**src/rtl/uart_rx_stream.sv**
```systemverilog
// uart_rx_stream: parametrised UART receiver (majority-voted samples, framing/overrun checks) to a data/valid/ready stream.
// Define UART_RX_PARITY_EN to compile in the parity state and checker; otherwise parity_err is tied low.
module uart_rx_stream #(
    parameter int unsigned CLKS_PER_BIT = 16,
    parameter int unsigned DATA_BITS    = 8,
    parameter int unsigned STOP_BITS    = 1,
    parameter int unsigned PARITY       = 0
) (
    input  logic                 clk,
    input  logic                 rst,
    input  logic                 rxd,
    output logic [DATA_BITS-1:0] m_data,
    output logic                 m_valid,
    input  logic                 m_ready,
    output logic                 frame_err,
    output logic                 parity_err,
    output logic                 overrun
);
    localparam int unsigned   CW    = $clog2(CLKS_PER_BIT);
    localparam int unsigned   IW    = $clog2(DATA_BITS);
    localparam logic [CW-1:0] HALF  = CW'(CLKS_PER_BIT / 2);
    localparam logic [CW-1:0] LAST  = CW'(CLKS_PER_BIT - 1);
    localparam logic [IW-1:0] DLAST = IW'(DATA_BITS - 1);
    localparam logic [IW-1:0] SLAST = IW'(STOP_BITS - 1);

    typedef enum logic [2:0] {
        ST_WAIT,
        ST_START,
        ST_DATA,
`ifdef UART_RX_PARITY_EN
        ST_PARITY,
`endif
        ST_STOP
    } state_t;

    state_t               state;
    logic                 sync1, sync2;
    logic [2:0]           hist;
    logic                 armed;
    logic                 maj;
    logic                 stop_bad;
    logic                 done;
    logic [CW-1:0]        cnt;
    logic [IW-1:0]        idx;
    logic [DATA_BITS-1:0] shreg;
`ifdef UART_RX_PARITY_EN
    logic                 par_bad;
    logic                 par_exp;

    always_comb par_exp = (PARITY == 2) ? ^shreg : ~^shreg;
`else
    assign parity_err = 1'b0;
`endif

    always_comb maj = (hist[0] & hist[1]) | (hist[0] & hist[2]) | (hist[1] & hist[2]);

    // hist resets to zero so the synchroniser's reset ones can never fill it and arm a line held low
    always_ff @(posedge clk) begin
        if (!rst) begin
            sync1      <= 1'b1;
            sync2      <= 1'b1;
            hist       <= '0;
            armed      <= 1'b0;
            state      <= ST_WAIT;
            cnt        <= '0;
            idx        <= '0;
            shreg      <= '0;
            stop_bad   <= 1'b0;
            done       <= 1'b0;
            frame_err  <= 1'b0;
`ifdef UART_RX_PARITY_EN
            par_bad    <= 1'b0;
            parity_err <= 1'b0;
`endif
        end else begin
            sync1     <= rxd;
            sync2     <= sync1;
            hist      <= {hist[1:0], sync2};
            done      <= 1'b0;
            frame_err <= 1'b0;
`ifdef UART_RX_PARITY_EN
            parity_err <= 1'b0;
`endif
            if (hist == 3'b111)
                armed <= 1'b1;
            case (state)
                ST_WAIT: begin
                    cnt <= '0;
                    if (armed && hist[1] && !hist[0])
                        state <= ST_START;
                end
                ST_START: begin
                    if (cnt == HALF) begin
                        cnt   <= '0;
                        idx   <= '0;
                        state <= maj ? ST_WAIT : ST_DATA;
                    end else
                        cnt <= cnt + 1'b1;
                end
                ST_DATA: begin
                    if (cnt == LAST) begin
                        cnt   <= '0;
                        shreg <= {maj, shreg[DATA_BITS-1:1]};
                        if (idx == DLAST) begin
                            idx      <= '0;
                            stop_bad <= 1'b0;
`ifdef UART_RX_PARITY_EN
                            par_bad  <= 1'b0;
                            if (PARITY != 0)
                                state <= ST_PARITY;
                            else
                                state <= ST_STOP;
`else
                            state    <= ST_STOP;
`endif
                        end else
                            idx <= idx + 1'b1;
                    end else
                        cnt <= cnt + 1'b1;
                end
`ifdef UART_RX_PARITY_EN
                ST_PARITY: begin
                    if (cnt == LAST) begin
                        cnt     <= '0;
                        par_bad <= (maj != par_exp);
                        state   <= ST_STOP;
                    end else
                        cnt <= cnt + 1'b1;
                end
`endif
                ST_STOP: begin
                    if (cnt == LAST) begin
                        cnt <= '0;
                        if (idx == SLAST) begin
                            idx   <= '0;
                            state <= ST_WAIT;
                            if (stop_bad || !maj) begin
                                frame_err <= 1'b1;
                                armed     <= 1'b0;
                            end
`ifdef UART_RX_PARITY_EN
                            else if (par_bad)
                                parity_err <= 1'b1;
`endif
                            else
                                done <= 1'b1;
                        end else begin
                            stop_bad <= stop_bad | ~maj;
                            idx      <= idx + 1'b1;
                        end
                    end else
                        cnt <= cnt + 1'b1;
                end
                default: state <= ST_WAIT;
            endcase
        end
    end

    // shreg is stable for over a bit after done, so it feeds the holding register directly
    always_ff @(posedge clk) begin
        if (!rst) begin
            m_valid <= 1'b0;
            m_data  <= '0;
            overrun <= 1'b0;
        end else begin
            overrun <= 1'b0;
            if (done) begin
                if (!m_valid || m_ready) begin
                    m_data  <= shreg;
                    m_valid <= 1'b1;
                end else
                    overrun <= 1'b1;
            end else if (m_ready)
                m_valid <= 1'b0;
        end
    end
endmodule
```
**config.mk**
```make
export PLATFORM = sky130hd
export DESIGN_NAME = uart_rx_stream
export DESIGN_NICKNAME = d
export VERILOG_FILES = /design/src/rtl/uart_rx_stream.sv
export SDC_FILE = /design/constraint.sdc
export NUM_CORES = 1
export LEC_CHECK = 0
export ABC_AREA = 1
export BUFFER_PORTS_ARGS = -buffer_cell sky130_fd_sc_hd__clkbuf_2
export CAP_MARGIN = 10
export CORE_MARGIN = 2
export CORE_UTILIZATION = 61
export DETAILED_ROUTE_END_ITERATION = 8
export GPL_ROUTABILITY_DRIVEN = 0
export GPL_TIMING_DRIVEN = 1
export HOLD_SLACK_MARGIN = 0.08
export PLACE_DENSITY = 0.85
export SLEW_MARGIN = 10
export SYNTH_ARGS = -nofsm -noshare
export SYNTH_HDL_FRONTEND = slang
export SYNTH_SLANG_ARGS = --single-unit
```
**constraint.sdc**
```tcl
create_clock -name clk -period 2.45 [get_ports clk]
set_input_delay 0 -clock clk [delete_from_list [all_inputs] [get_ports clk]]
set_output_delay 0 -clock clk [all_outputs]
set_load 0.05 [all_outputs]
```
# Yosys cells after proc, flatten, opt, wreduce, memory -nomap -nowiden
# Cells that the tools add are included.
# classes
n_addsub,2
multipliers,0
n_div,0
n_lt_le_gt_ge,0
n_eq_ne,15
shifts,0
mux,33
bitwise,7
reduce_logical,22
# ops
operator,n
3-bit two-way mux,11
1-bit two-way mux,15
2-bit inequality test (second input constant),7
3-bit case mux with 4 select lines,1
4-bit case mux with 3 select lines,1
3-bit case mux with 3 select lines,1
4-bit equality test (second input constant),2
4-bit two-way mux,2
2-bit AND reduction,4
4-bit AND reduction,2
3-bit by 2-bit equality test with 1-bit output (second input constant),2
3-bit equality test (second input constant),2
3-bit logical NOT,2
6-bit AND reduction,1
3-bit nonzero test,2
5-bit AND reduction,1
4-bit by 1-bit adder with 4-bit output (second input constant),1
2-bit nonzero test,2
3-bit by 1-bit adder with 3-bit output (second input constant),1
1-bit AND,3
3-bit by 1-bit equality test with 1-bit output (second input constant),1
1-bit logical NOT,3
1-bit OR,3
1-bit logical AND,2
other kinds (6),7
# word_totals
reg_bits,37
latchBits,0
mem_bits_rw,0
romBits,0
input_bits,4
output_inout_bits,12
word_cells,93
mem_count,0

# Logic depth before layout (Yosys ltp)
# logic_depth
ltp_word,9
depth_mapped,9
mapped_depth_nobuf,9

# Worst setup path after synthesis
# Ideal clock, no wire load.
# synth_path
path_kind,flip-flop to flip-flop
from,reg m_valid
to,reg m_data[0]
setup_time_ns,0.116
t_arrival_ns,1.175
t_required_ns,2.334
slack_ns,1.159
path_stages_with_launch,7
path_buffers,0
synth_period_minus_slack_ns,1.291
path_cell_list,dfxtp_1 > inv_1 > nor2_1 > nor2_1 > inv_1 > nor2_1 > nor2_1
# synth_via
elab_chain_len,3
# synth_rtl
item,line,text
from (decl),13,"output logic m_valid,"
from (signal assigned),162,m_valid <= 1'b0;
from (signal assigned),170,m_valid <= 1'b1;
from (signal assigned),174,m_valid <= 1'b0;
1-bit logical NOT,168,if (!m_valid || m_ready) begin
1-bit logical OR,168,
2-bit AND reduction (no line),--,
to (signal assigned),169,m_data <= shreg;
to (decl),12,"output logic [DATA_BITS-1:0] m_data,"
# Every way passes these cells.
# A chain may end at the register's enable or synchronous reset.

# Worst setup path after layout
# layout_path
from,reg m_valid
to,reg m_data[6]
# Same word-level chain as after synthesis.

==> qor.txt <==
Most used cell, CP - nor2_1
Final Total Pwr - 0.00139 W
Iter 0 DRT Violations - 22
Vias/cell - 5.03
Largest stage delay, worst path - 0.40 ns
Int Pwr - 0.000943 W
Hold path depth - 3
Syn Std Cell Area - 0.00152 mm2
Worst hold path type - in2reg
Number of max-cap violations - 0
Commonest non-fill, non-tap cell in the layout - nor2_1
Largest net degree at the start of global routing - 28
Detailed placer's ending HPWL - 2120 um
R2R depth - 6
WP depth - 6
Cell area after placement - 0.00160 mm2
H-tree depth - 2
Clock Power Share - 0.300
Grt peak-use layer - met2
Mapped Avg Cell Area - 7.70 um2
Total number of vias - 1,243
Vias in the first global route - 1,217
Fin. max-slew vios - 0
Switching share of power - 0.320
Most frequent cells in the layout - 44 x nor2_1, 36 x dfxtp_1, 28 x nand2_1, 21 x inv_1, 18 x o21ai_0
Setup-failing EPs final - 0
Die ar. - 0.00291 mm2
Ant. Diodes - 0
Combinational power share - 0.229
Starting Density - 0.627
Die H - 54.0 um
Total of warnings raised by yosys - 0
WL/cell - 11.9 um
Area of the multi-input gates - 671 um2
Slew margin rel. - 0.654
CP Max Fanout - 9
Clk pin slew, worst setup/hold paths - 0.12 ns
Final antenna-violating net count - 0
Yosys top cell by area - dfxtp_1
R2R setup slack - 1.04 ns
Area delta synth->final - 11.3%
Core Region - 0.00243 mm2
Largest cells by area after synthesis - dfxtp_1 47%, nor2_1 11%, nand2_1 6.9%, o21ai_0 5.9%, inv_1 5.2%
DRT Wirelength - 2930 um
Critical Path Source Type - register
Met1 Use GR - 0.235
Initial antenna violation count - 0
DRC violations left - 0
Root Buffer - clkbuf_4
TritonRoute pass-1 iters - 4
Syn Nets - 207
Yosys top cell area share - 0.473
Site row count - 18
# port buffers - 14
Synth Instances - 198
Layout Cells excl Fill - 247
Overall Global Routing Usage - 0.237
Largest delay contributor family on the critical path - simple AND/OR/NAND/NOR gates
Skew final - 0.0125 ns
Proportion of layout cells with a drive suffix above 1 - 0.184
Maximum vdd ir drop - 0.654 mV
TritonCTS clock tree - done
Crit-path slowest cell - nor2_1
Register area - 721 um2
Synth cell types - 28
Filler Cells Inserted - 202
Yosys reg bits - 36
Total CTS buffers - 5
I/O pin count - 16
Switching pwr - 0.000444 W
Fin area - 0.00170 mm2
Critical path data required time - 2.68 ns
Static leakage - 0.847 nW
Final worst-path cycle share - 0.577
Final hold vios - 0
Setup TNS - 0 ns
Crit path buf inv count - 2
GRT overflow - 0
Clock tree buffer depth - 2
RSZ-0062 raised after global routing - false
First-pass GRT wire length - 4860 um
Outcome - finished clean
Sequential share of power - 0.472
Period minus WS final - 1.41 ns
Final #Nets - 225
Grt met2 use - 0.445
Worst Tran Pin Value - 0.517 ns
Crit path kind - reg2reg
Power Density - 818 mW/mm2
Worst path cell trace - inv_1 -> nor2_1 -> nor2_1 -> inv_1 -> nor2_1 -> nor2_1
Floorplan die width - 54.0 um
Sequential area share after synthesis - 0.473
CP endpoint kind - register
FMAX - 707 MHz
Arr. time, crit path - 1.65 ns
Worst hold slack - 0.165 ns
Met3 GRT Util - 0.0722
Inst Count DP - 237
Insertion delay to the later sink of the worst-skew pair - 0.34 ns
Setup bufs post-CTS - 0
Number of clock sinks - 36
worst paths after layout:
check | start | end
min | rst | state[0]$_SDFFE_PN0P_
min reg2reg | sync1$_SDFF_PN1_ | sync2$_SDFF_PN1_
max | m_valid$_SDFFE_PN0P_ | m_data[6]$_SDFFE_PN0P_
max reg2reg | m_valid$_SDFFE_PN0P_ | m_data[6]$_SDFFE_PN0P_
synthesized netlist by cell type:
| cell type | count |
|---|---|
| or2_2 | 2 |
| inv_1 | 21 |
| nor4_1 | 1 |
| xor2_1 | 2 |
| nand3_1 | 8 |
| a21oi_1 | 6 |
| buf_6 | 1 |
| conb_1 | 1 |
| dfxtp_1 | 36 |
| o211ai_1 | 1 |
| inv_2 | 5 |
| nor3b_1 | 1 |
| nor2_2 | 2 |
| nor2_4 | 3 |
| buf_4 | 2 |
| nand2_4 | 1 |
| nand3_4 | 1 |
| a31oi_1 | 1 |
| buf_2 | 1 |
| nor3_1 | 1 |
| nand3b_1 | 1 |
| nand2_1 | 28 |
| o21ai_0 | 18 |
| clkbuf_1 | 1 |
| nand3_2 | 1 |
| nand2_2 | 3 |
| nor2_1 | 44 |
| ha_1 | 5 |
flip-flops by register name (all words and copies together) (netlist names):
signal,count
hist,3
overrun,1
stop_bad,1
sync1,1
state,2
frame_err,1
m_data,8
done,1
cnt,4
sync2,1
shreg,8
m_valid,1
armed,1
idx,3
cell families after synthesis:
logic type	Yosys count	synth area share
AND/OR/NAND/NOR	97	0.297
flip-flops	36	0.473
buffers and inverters	31	0.0870
AO/OA/AOI/OAI	26	0.0879
adder cells (fa/ha/maj)	5	0.0411
XOR/XNOR	2	0.0115
other	1	0.00246
timing repair:
| action | 4_1_cts | 5_1_grt |
|---|---|---|
| hold buffers | 2 | 0 |
| endpoints found under the hold margin | 3 | 0 |
| setup endpoints to repair | 0 | 0 |
| gates resized for setup | 0 | 0 |
power by group through the flow:
stage / sequential (W) / combinational [W] / clock [W]
2_1_floorplan: 0.000644 / 0.000298 / 0
3_3_place_gp: 0.000666 / 0.000298 / 0
3_5_place_dp: 0.000668 / 0.000310 / 0
4_1_cts: 0.000654 / 0.000318 / 0.000420
5_1_grt: 0.000659 / 0.000363 / 0.000444
6_report: 0.000655 / 0.000317 / 0.000416
per-stage QoR:
step / utilization / worst slack, ns
after CTS: 0.698 / 1.02
after floorplan: - / 1.16
after global placement: 0.656 / 1.13
after global routing: 0.698 / 0.803
final: 0.698 / 1.04
after detailed placement: 0.656 / 1.08
cell type report:
class	instances	share of cell area
Sequential cell	36	0.425
Multi-Input combinational cell	131	0.395
Inverter	26	0.0575
Timing Repair Buffer	16	0.0531
Clock inverter	3	0.0251
Clock buffer	5	0.0221
Tap cell	30	0.0221
worst register-to-register path, delay by kind of cell, from the launching register on:
family                 cells  cell delay [ns]
flip-flops                 1             0.33
AND/OR/NAND/NOR            4             0.66
buffers and inverters      2             0.31
per-layer routing:
layer  up-vias  share of wire  wire length, um
met1       561           0.42             1240
met2        31           0.52             1530
met4         0          0.011               33
met3         4          0.042              123
li1        647              -                -
met5         -              0                0
No activity file was read; power rests on OpenSTA's default activity.
